`src/rtl/conv_acmlt_pkg.sv`:
```
// Shared constants and encodings for the convolution accumulate datapath.
package conv_acmlt_pkg;
  localparam logic [31:0] INT32_MAX = 32'h7fff_ffff;
  localparam logic [31:0] INT32_MIN = 32'h8000_0000;

  typedef enum logic [1:0] {
    CALFMT_INT8  = 2'b00,
    CALFMT_INT16 = 2'b01,
    CALFMT_FP16  = 2'b10
  } calfmt_e;
endpackage

```
`src/rtl/conv_mid_res_acmlt_lane.sv`:
```
// One accumulate lane: stage-1 lossless add, stage-2 overflow detect,
// clamp/wrap to int32 and ReLU.
module conv_mid_res_acmlt_lane
  import conv_acmlt_pkg::*;
#(
  parameter int IN_W = 37
) (
  input  logic            clk,
  input  logic            rst,
  input  logic            ld1,
  input  logic            ld2,
  input  logic [IN_W-1:0] frac,
  input  logic [31:0]     org,
  input  logic            first,
  input  logic            sat_en,
  input  logic            relu_last,
  output logic [31:0]     data,
  output logic            ovf
);
  logic [IN_W:0] sum_d, sum_q;
  logic [31:0]   clip;

  always_comb begin
    sum_d = {frac[IN_W-1], frac} + (first ? '0 : {{(IN_W-31){org[31]}}, org});
  end

  // In int32 range iff bits [IN_W:31] are all equal.
  assign ovf = (|sum_q[IN_W:31]) & ~(&sum_q[IN_W:31]);

  always_comb begin
    clip = sum_q[31:0];
    if (ovf && sat_en) clip = sum_q[IN_W] ? INT32_MIN : INT32_MAX;
    if (relu_last && clip[31]) clip = '0;
  end

  always_ff @(posedge clk) begin
    if (rst) begin
      sum_q <= '0;
      data  <= '0;
    end else begin
      if (ld1) sum_q <= sum_d;
      if (ld2) data  <= clip;
    end
  end
endmodule

```
`src/rtl/conv_mid_res_acmlt_mc.sv`:
```
// Middle-result accumulator: LANE_N lanes behind a two-stage elastic pipeline
// with saturation event counter.
module conv_mid_res_acmlt_mc
  import conv_acmlt_pkg::*;
#(
  parameter int LANE_N    = 4,
  parameter int IN_W      = 37,
  parameter int SIM_DELAY = 1
) (
  input  logic                   aclk,
  input  logic                   areset,
  input  logic                   aclken,
  input  logic                   sat_en,
  input  logic                   relu_en,
  input  logic                   sat_cnt_clr,
  input  logic [LANE_N*IN_W-1:0] s_frac,
  input  logic [LANE_N*32-1:0]   s_org_mid_res,
  input  logic                   s_first,
  input  logic                   s_last,
  input  logic                   s_valid,
  output logic                   s_ready,
  output logic [LANE_N*32-1:0]   m_data,
  output logic                   m_last,
  output logic                   m_valid,
  input  logic                   m_ready,
  output logic [15:0]            sat_cnt
);
  logic                   v1, v2, last1, ovf2;
  logic                   ld1, ld2;
  logic [LANE_N-1:0]      lane_ovf;
  logic [LANE_N-1:0][31:0] lane_data;

  assign ld2     = aclken & (~v2 | m_ready);
  assign ld1     = aclken & (~v1 | ~v2 | m_ready);
  assign s_ready = ~areset & ld1;
  assign m_valid = v2;
  assign m_data  = lane_data;

  always_ff @(posedge aclk) begin
    if (areset) begin
      v1      <= 1'b0;
      v2      <= 1'b0;
      last1   <= 1'b0;
      m_last  <= 1'b0;
      ovf2    <= 1'b0;
      sat_cnt <= '0;
    end else begin
      if (ld1) begin
        v1    <= s_valid;
        last1 <= s_last;
      end
      if (ld2) begin
        v2     <= v1;
        m_last <= last1;
        ovf2   <= |lane_ovf;
      end
      // Clear takes priority over a same-cycle increment.
      if (aclken && sat_cnt_clr)
        sat_cnt <= '0;
      else if (aclken && v2 && m_ready && ovf2 && !(&sat_cnt))
        sat_cnt <= sat_cnt + 16'd1;
    end
  end

  // Register delay is not modelled in synthesizable form; SIM_DELAY only gates elaboration.
  if (SIM_DELAY >= 0) begin : g_lanes
    for (genvar i = 0; i < LANE_N; i++) begin : g_lane
      conv_mid_res_acmlt_lane #(.IN_W(IN_W)) u_lane (
        .clk      (aclk),
        .rst      (areset),
        .ld1      (ld1),
        .ld2      (ld2),
        .frac     (s_frac[i*IN_W +: IN_W]),
        .org      (s_org_mid_res[i*32 +: 32]),
        .first    (s_first),
        .sat_en   (sat_en),
        .relu_last(relu_en & last1),
        .data     (lane_data[i]),
        .ovf      (lane_ovf[i])
      );
    end
  end
endmodule

```
`config.mk`:
```
export PLATFORM = sky130hd
export DESIGN_NAME = conv_mid_res_acmlt_mc
export DESIGN_NICKNAME = d
export VERILOG_FILES = /design/src/rtl/conv_acmlt_pkg.sv /design/src/rtl/conv_mid_res_acmlt_lane.sv /design/src/rtl/conv_mid_res_acmlt_mc.sv
export SDC_FILE = /design/constraint.sdc
export NUM_CORES = 1
export LEC_CHECK = 0
export CAP_MARGIN = 20
export CORE_ASPECT_RATIO = 1.2
export CORE_MARGIN = 5
export CORE_UTILIZATION = 56
export DETAILED_ROUTE_END_ITERATION = 10
export GPL_TIMING_DRIVEN = 1
export PLACE_DENSITY_LB_ADDON = 0.2
export RECOVER_POWER = 100
export SYNTH_ARGS = -nofsm -noshare
export SYNTH_HDL_FRONTEND = slang
export SYNTH_SLANG_ARGS = --single-unit
```
`constraint.sdc`:
```
create_clock -name aclk -period 6.41 [get_ports aclk]
set_input_delay 1.923 -clock aclk [delete_from_list [all_inputs] [get_ports aclk]]
set_output_delay 1.923 -clock aclk [all_outputs]
set_load 0.005 [all_outputs]
```
==> run metrics <==
1st-iter DRT viols=1440; Final Max Tran Viols=497; Die Area=39700 um^2; Inserted Clock Buffers=35; commonest non-fill, non-tap cell in the layout=nand2_1; Leakage=0.0111 uW; Yosys top cell by area=dfxtp_1; Pint=4030 uW; YS warnings=0; Layout Skew=0.0224 ns; total power=5910 uW; Die H=217 um; H-tree Lvls=2; Final min period=5.80 ns; Max Fclk=172 MHz; vias in the first global route=20900; DR WL/cell=20.5 um; final setup violation count=0; worst-skew pair later-pin latency=0.53 ns; CP endpoint kind=flip-flop; sequential share of the synthesized area=0.300; Comb pwr share=0.293; CTS Buffer Depth=3; drt total wl=70400 um; initial antenna violation count=8; share of the synthesized area in the top cell type=0.300; kind of critical path=input port to flip-flop; Max Cap Viol=9; clk slew on worst S/H paths=0.06 ns; CTS tree=done; Final Hold Fails=0; num rows=76; clock sink count=301; met2 usage=0.605; clock root buffer=clkbuf_16; Max FO, Critical Path=34; RePlAce Congestion=0.966; flops & latches, synth=301; WP data required=6.83 ns; met3 Usage GRT=0.0670; drt via density=6.14; Synth Net Count=3052; I/O pins=433; run status=finished, violations left; Final HPWL DP=52500 um; Port Buffers=432; switching share of total power=0.317; Max-slew headroom=-0.695; synth top area cells=dfxtp_1, ha_1, a21oi_1; Synth Instances=2613; async set or reset register ratio after synthesis=0; NetSw=1880 uW; PostCTS Resize Cnt=0; fraction of layout cells with a size suffix above 1=0.0339; core area=35700 um^2; Synth cell types=82; final setup TNS=0 ns; final net count=3368; Post-Syn Area=20100 um^2; sequential power share=0.365; initial core utilization=0.563; mean post-synth cell area=7.68 um^2; drt first pass iters=5; startpoint types=input port; Hold Buf Count CTS=0; crit path DAT=6.23 ns; Peak VDD IR=221 uV; post-route ant nets=0; largest net degree at the start of global routing=91; met1 usage=0.387; global route overflow=0; Synth-to-Final Area Change=27.6%; GRT busiest layer=met2; number of remaining DRC errors=0; gr usage total=0.336; unrepaired setup endpoints after global routing=false; PwrDens=231 nW/um^2; worst hold path class=flip-flop to flip-flop; Post-synth EDFFs=0; commonest cells after routing, fill and taps aside=nand2_1, dfxtp_1, clkdlybuf4s50_1; Die X=183 um; Vias=21000; fin crit share=0.905; Placed Instances=3360; Primary FF master, synth=dfxtp_1; first-pass GRT wire length=109000 um; failing checks=max-capacitance violations, max-slew violations; clock network fraction of total power=0.343; Worst Max-Slew Pin Slew=2.54 ns; fin cells=3426; Post-CTS Setup Inserts=0
## synth_stat cells, types with 10 or more instances
cell type and instances:
o21ai_1 22, a31oi_1 24, o21ai_0 142, and3_1 13, xnor2_1 77, ha_1 149
nand4_1 59, and2_1 10, or3_1 10, nor4_1 13, nand2_1 323, nor3_1 32
nand2b_1 35, buf_1 11, clkbuf_1 161, a21oi_1 269, nor2_1 222, xor2_1 53
nand3_1 35, a211oi_1 25, a22oi_1 96, o211ai_1 45, nor2b_1 131, a21o_1 159
dfxtp_1 301, inv_1 42, o21bai_1 20, o21a_1 13
## metal layers
layer | wire length [um] | up-vias
met2 | 35000 | 944
met3 | 5690 | 207
met1 | 26400 | 9879
li1 | - | 9992
met5 | 79 | -
met4 | 3170 | 12
## cells by family after synthesis
group / after synthesis / synth area share
DFF: 301 / 0.300
buffers and inverters: 221 / 0.0417
AOI/OAI and AO/OA: 895 / 0.288
xor gates and xnor gates: 130 / 0.0567
and+or+nand+nor: 909 / 0.214
adders and majority gates: 153 / 0.0969
muxes: 4 / 0.00218
## critical path: stages
cell             delay (ns)
clkdlybuf4s50_1        0.70
and2_0                 0.18
clkbuf_1               1.27
nor2b_1                0.18
a22oi_2                0.22
clkbuf_1               1.19
o211ai_1               0.32
a21oi_1                0.22
## worst paths after layout
path                                                         start                                end  slack, ns  cells after the start
worst max-delay path                                        sat_en  g_lanes.g_lane[0].u_lane.data[25]       0.61                      8
worst min-delay path             g_lanes.g_lane[0].u_lane.sum_q[6]  g_lanes.g_lane[0].u_lane.sum_q[6]       0.45                      2
worst max register to register  g_lanes.g_lane[0].u_lane.sum_q[37]  g_lanes.g_lane[0].u_lane.data[25]       2.04                      9
worst min register to register   g_lanes.g_lane[0].u_lane.sum_q[6]  g_lanes.g_lane[0].u_lane.sum_q[6]       0.45                      2
## flip-flops by register name, summed over array words and instances, names as in the netlist
register,cells
g_lanes.g_lane.u_lane.data,128
m_valid,1
last1,1
m_last,1
sat_cnt,16
g_lanes.g_lane.u_lane.sum_q,152
v1,1
ovf2,1
## through the flow
stage,hold slack (ns),area (um^2),utilization,worst slack (ns)
floorplan,0.426,20100,-,1.47
finish,0.451,25600,0.718,0.608
global placement,0.434,24600,0.689,0.848
global route,0.469,25600,0.718,0.363
CTS,0.452,25700,0.721,0.804
detailed placement,0.443,24600,0.689,0.816
## power by group through the flow
stage                     Combinational, uW  Sequential [uW]  Clock (uW)
after floorplan                        1070             2170           0
after global placement                 1710             2190           0
after detailed placement               1740             2200           0
after CTS                              1750             2160        2040
after global routing                   1880             2170        2120
final                                  1730             2160        2020
## layout make-up
class	count	area, um^2
clock inverters	13	135
multi-input cells	2091	13200
repair buffers	457	4480
inverters	43	161
diodes	4	10.0
clock buffers	49	1020
fillers	2880	10100
well taps	468	586
flip-flops and latches	301	6030
(Power assumes the default switching activity.)
==> variant 1, RTL diff (same flow settings) <==
Make the reset (`areset` and `rst`) asynchronous in 2 clocked blocks.
--- a/src/rtl/conv_mid_res_acmlt_lane.sv
+++ b/src/rtl/conv_mid_res_acmlt_lane.sv
@@ -35,3 +35,3 @@
 
-  always_ff @(posedge clk) begin
+  always_ff @(posedge clk or posedge rst) begin
     if (rst) begin
--- a/src/rtl/conv_mid_res_acmlt_mc.sv
+++ b/src/rtl/conv_mid_res_acmlt_mc.sv
@@ -38,3 +38,3 @@
 
-  always_ff @(posedge aclk) begin
+  always_ff @(posedge aclk or posedge areset) begin
     if (areset) begin
Check against the original RTL: differs if areset is asserted again (counterexample within 4 cycles, from zero or initial values and one cycle with areset high); with areset held inactive, the same outputs for 4 cycles.
==> variant 1 against the original RTL <==
  * The flow still finishes with violations (capacitance limit, slew limit)
  * Largest power group unchanged
  * Critical endpoint is now s_ready
  * Wire length fell by 15%
  * Core utilization rose by 1.7 points
  * Via count fell by 11%
  * Area after synthesis fell by 0.94%
  * Worst setup slack improved by 0.10 ns
  * Fmax rose by 1.8%
  * Sequential cell count did not move
  * Final area rose by 0.49%
  * Count of clock-buffer cells in the layout fell by 1
  * First-iteration DRC count fell by 5.2%
  * Clock skew fell by 0.0063 ns
  * Cell count fell by 6.1%
  * Total power rose by 16%
  * Sequential share of layout area rose by 5.7 points
==> variant 1: results (changes against the original RTL) <==
Status -> complete, but fails checks (unchanged)
Violated checks -> capacitance limit, slew limit (unchanged)
Main area contributors after synthesis -> dfrtp_1, ha_1, a21oi_1, o21ai_0, nand2_1 (was dfxtp_1, ha_1, a21oi_1, nand2_1, a21o_1)
Slew Limit Fails -> 435 (was 497)
R2r endpoint -> g_lanes.g_lane[2].u_lane.sum_q[34]$_DFFE_PP0P_ (was g_lanes.g_lane[0].u_lane.data[25]$_SDFFE_PP0P_)
Synth cell count leaders -> dfrtp_1, nand2_1, a21oi_1, nor2_1, o21ai_0 (was nand2_1, dfxtp_1, a21oi_1, nor2_1, clkbuf_1)
Worst reg-to-reg setup slack -> 2.33 ns (was 2.04 ns)
Routing usage on met3 -> 0.0517 (was 0.0670)
Seq/Total Area, Yosys -> 0.379 (was 0.300)
WL met2 -> 29.6 mm (was 35.0 mm)
Worst Hold Launch -> g_lanes.g_lane[2].u_lane.data[31]$_DFFE_PP0P_ (was g_lanes.g_lane[0].u_lane.sum_q[6]$_SDFFE_PP0P_)
Wire length on met1 -> 23.6 mm (was 26.4 mm)
Met3 WL -> 3.93 mm (was 5.69 mm)
Power share of the clock group -> 0.294 (was 0.343)
Max capacitance violation total -> 6 (was 9)
Inst Count DP -> 3147 (was 3360)
Syn nets -> 2771 (was 3052)
Crit path capture -> s_ready (was g_lanes.g_lane[0].u_lane.data[25]$_SDFFE_PP0P_)
Skew final -> 0.0161 ns (was 0.0224 ns)
Critical-path maximum fanout -> 8 (was 34)
Switching Share -> 0.324 (was 0.317)
Worst path slowest cell -> dlygate4sd3_1 (was clkbuf_1)
Mean number of vias per cell -> 5.80 (was 6.14)
Vias in the first global route -> 18900 (was 20900)
Grt met1 use -> 0.357 (was 0.387)
Post-synth cell types -> 72 (was 82)
Routability cong. -> 0.984 (was 0.966)
Met2 GRT Util -> 0.512 (was 0.605)
DRT iter0 DRCs -> 1365 (was 1440)
Worst IR drop on VDD -> 215 µV (was 221 µV)
Worst hold endpoint -> g_lanes.g_lane[2].u_lane.data[31]$_DFFE_PP0P_ (was g_lanes.g_lane[0].u_lane.sum_q[6]$_SDFFE_PP0P_)
Max-Slew Margin vs Limit -> -1.03 (was -0.695)
Share of layout cells above drive strength 1 -> 0.0451 (was 0.0339)
Place WS -> 0.777 ns (was 0.816 ns)
Largest net degree at the start of global routing -> 119 (was 91)
Cell depth of the worst hold path -> 1 (was 2)
Syn Inst Count -> 2332 (was 2613)
DP Area -> 24700 µm² (was 24600 µm²)
Sw Pwr -> 2.21 mW (was 1.88 mW)
First-pass GRT wire length -> 95.2 mm (was 109 mm)
Comb. pwr -> 2.13 mW (was 1.73 mW)
Post-DP HPWL -> 44.0 mm (was 52.5 mm)
Leak Pwr -> 11.8 nW (was 11.1 nW)
Max stage delay on crit path -> 0.68 ns (was 1.27 ns)
Worst Path Arrival -> 3.78 ns (was 6.23 ns)
## variant 1: cell count changes in the layout (fill, tap and decap cells not counted), sizes merged, moves of 20 or more
cell / change
dfxtp: -301
nand2: -60
a21o: -51
nand4: -36
nor2: +31
dfrtp: +301
xor2: +23
a211oi: -20
o21ai: +88
a22oi: -95
o211ai: -38
## variant 1: cells by family after synthesis
group,Yosys count,share of synthesized area
AOI/OAI and AO/OA,748,0.233
xor gates and xnor gates,141,0.0621
adders and majority gates,153,0.0978
buffers and inverters,154,0.0291
DFF,301,0.379
muxes,5,0.00258
and+or+nand+nor,830,0.196
## variant 1: layout make-up
type / count / area [µm²]
diodes: 7 / 17.5
repair buffers: 459 / 4520
well taps: 462 / 578
clock inverters: 15 / 140
inverters: 48 / 181
flip-flops and latches: 301 / 7530
multi-input cells: 1877 / 11700
clock buffers: 48 / 1010
fillers: 2646 / 9280
==> variant 2, RTL diff (same settings) <==
Without the edit above. Set the parameter `LANE_N` to 5 (it was 4).
--- a/src/rtl/conv_mid_res_acmlt_mc.sv
+++ b/src/rtl/conv_mid_res_acmlt_mc.sv
@@ -5,3 +5,3 @@
 #(
-  parameter int LANE_N    = 4,
+  parameter int LANE_N    = 5,
   parameter int IN_W      = 37,
Interface: changed (resized m_data, s_frac and s_org_mid_res); port bits go from 433 to 534. The function was not compared with the original's and may differ.
==> variant 2 against the original RTL <==
  * The run still ends with capacitance limit, slew limit left
  * Wire length grew 21%
  * Total power rose by 23%
  * Worst setup slack better by 0.075 ns
  * Sequential cell count grew 70
  * Final area is 23% higher
  * Critical path depth unchanged
  * Area after synthesis grew 22%
  * Count of clock-buffer cells in the layout is 3 higher
  * Critical endpoint is now g_lanes.g_lane[4].u_lane.data[10]$_SDFFE_PP0P_
  * Largest power group unchanged
  * Highest routed layer is now met4
==> variant 2: results (changes against the original RTL) <==
Worst path slowest cell -> clkbuf_2 (was clkbuf_1)
Per-cell routed wire length -> 20.6 µm (was 20.5 µm)
Routability cong. -> 1.01 (was 0.966)
Clock latency on the worst-skew pair -> 0.57 ns (was 0.53 ns)
Non-filler cells, final -> 4148 (was 3426)
Reg clk slew, reported paths -> 0.06 ns (about the same)
Fill cell count -> 3340 (was 2880)
P_seq -> 2.66 mW (was 2.16 mW)
DRT iter0 DRCs -> 1765 (was 1440)
CTS Buf Count -> 41 (was 35)
Synth Warn # -> 0 (unchanged)
Critical-path maximum fanout -> 53 (was 34)
Leak Pwr -> 14.3 nW (was 11.1 nW)
Clock Power -> 2.47 mW (was 2.02 mW)
Port Buffers -> 533 (was 432)
Syn nets -> 3680 (was 3052)
Family with the most delay on the worst path -> buffers and inverters (unchanged)
Post-DP HPWL -> 62.1 mm (was 52.5 mm)
Share of layout cells above drive strength 1 -> 0.0340 (was 0.0339)
Worst IR drop on VDD -> 204 µV (was 221 µV)
Xor and xnor area share after synthesis -> 0.0581 (was 0.0567)
R2R Path Start -> m_valid$_SDFFE_PP0P_ (was g_lanes.g_lane[0].u_lane.sum_q[37]$_SDFFE_PP0P_)
Post-synth cell types -> 79 (was 82)
Largest net degree at the start of global routing -> 176 (was 91)
Adder-cell share of the synthesized area -> 0.0994 (was 0.0969)
Violated checks -> capacitance limit, slew limit (unchanged)
CTS H-tree lvls -> 2 (unchanged)
Maximum root-to-sink buffer count -> 3 (unchanged)
Max stage delay on crit path -> 0.97 ns (was 1.27 ns)
Max-Slew Margin vs Limit -> -1.18 (was -0.695)
Biggest regs -> g_lanes.g_lane.u_lane.sum_q (190), g_lanes.g_lane.u_lane.data (160), sat_cnt (16) (was g_lanes.g_lane.u_lane.sum_q (152), g_lanes.g_lane.u_lane.data (128), sat_cnt (16))
Status -> complete, but fails checks (unchanged)
Worst Path Arrival -> 6.21 ns (was 6.23 ns)
Synth cell count leaders -> nand2_1, dfxtp_1, a21oi_1, nor2_1, a21o_1 (was nand2_1, dfxtp_1, a21oi_1, nor2_1, clkbuf_1)
Max capacitance violation total -> 9 (unchanged)
First-pass GRT wire length -> 134 mm (was 109 mm)
Worst Setup SP -> aclken (was sat_en)
Initial antenna violation count -> 9 (was 8)
Internal power -> 4.95 mW (was 4.03 mW)
Slew Limit Fails -> 354 (was 497)
Main area contributors after synthesis -> dfxtp_1, ha_1, a21o_1, a21oi_1, nand2_1 (was dfxtp_1, ha_1, a21oi_1, nand2_1, a21o_1)
Mux share of post-synthesis cell area -> 0.00348 (was 0.00218)
Via Count -> 25400 (was 21000)
Skew final -> 0.0127 ns (was 0.0224 ns)
Seq/Total Area, Yosys -> 0.304 (was 0.300)
Syn Inst Count -> 3134 (was 2613)
All-Layer GR Usage -> 0.337 (was 0.336)
Worst Hold Launch -> g_lanes.g_lane[3].u_lane.sum_q[4]$_SDFFE_PP0P_ (was g_lanes.g_lane[0].u_lane.sum_q[6]$_SDFFE_PP0P_)
Synth Area in Compound Gates -> 0.288 (about the same)
==> variant 2: stage by stage <==
step                cell area (µm²)  power [mW]  setup WS, ns
detailed placement            30100        4.84         0.647
CTS                           31500        7.32         0.907
floorplan                     24400        4.00          1.35
global placement              30100        4.80         0.798
finish                        31400        7.27         0.683
global route                  31400        7.62         0.463
==> variant 2: final cells by class <==
class,count,area share
Tap cell,552,0.0220
Antenna cell,8,0.000638
Multi-Input combinational cell,2512,0.511
Clock buffer,52,0.0363
Clock inverter,23,0.00817
Timing Repair Buffer,573,0.179
Sequential cell,371,0.237
Inverter,57,0.00682
==> variant 2: cell families after synthesis <==
kind of cell,Yosys count
AOI/OAI and AO/OA,1067
xor gates and xnor gates,162
adders and majority gates,191
buffers and inverters,251
DFF,371
muxes,8
and+or+nand+nor,1084
==> variant 2: final timing paths <==
kind | to | slack (ns) | cells past startpoint
worst max-delay path | g_lanes.g_lane[4].u_lane.data[10]$_SDFFE_PP0P_ | 0.68 | 8
worst min-delay path | g_lanes.g_lane[3].u_lane.sum_q[4]$_SDFFE_PP0P_ | 0.45 | 2
worst max register to register | g_lanes.g_lane[0].u_lane.sum_q[37]$_SDFFE_PP0P_ | 2.38 | 8
worst min register to register | g_lanes.g_lane[3].u_lane.sum_q[4]$_SDFFE_PP0P_ | 0.45 | 2
==> variant 2: metal layers <==
layer / part of all wire / GRT usage / routed length (µm) / vias to the layer above
met4: 0.062 / 0.182 / 5290 / 0
li1: - / - / - / 12000
met1: 0.38 / 0.396 / 32800 / 11900
met2: 0.48 / 0.587 / 41100 / 1187
met5: 0 / 0 / 0 / -
met3: 0.071 / 0.0611 / 6080 / 284
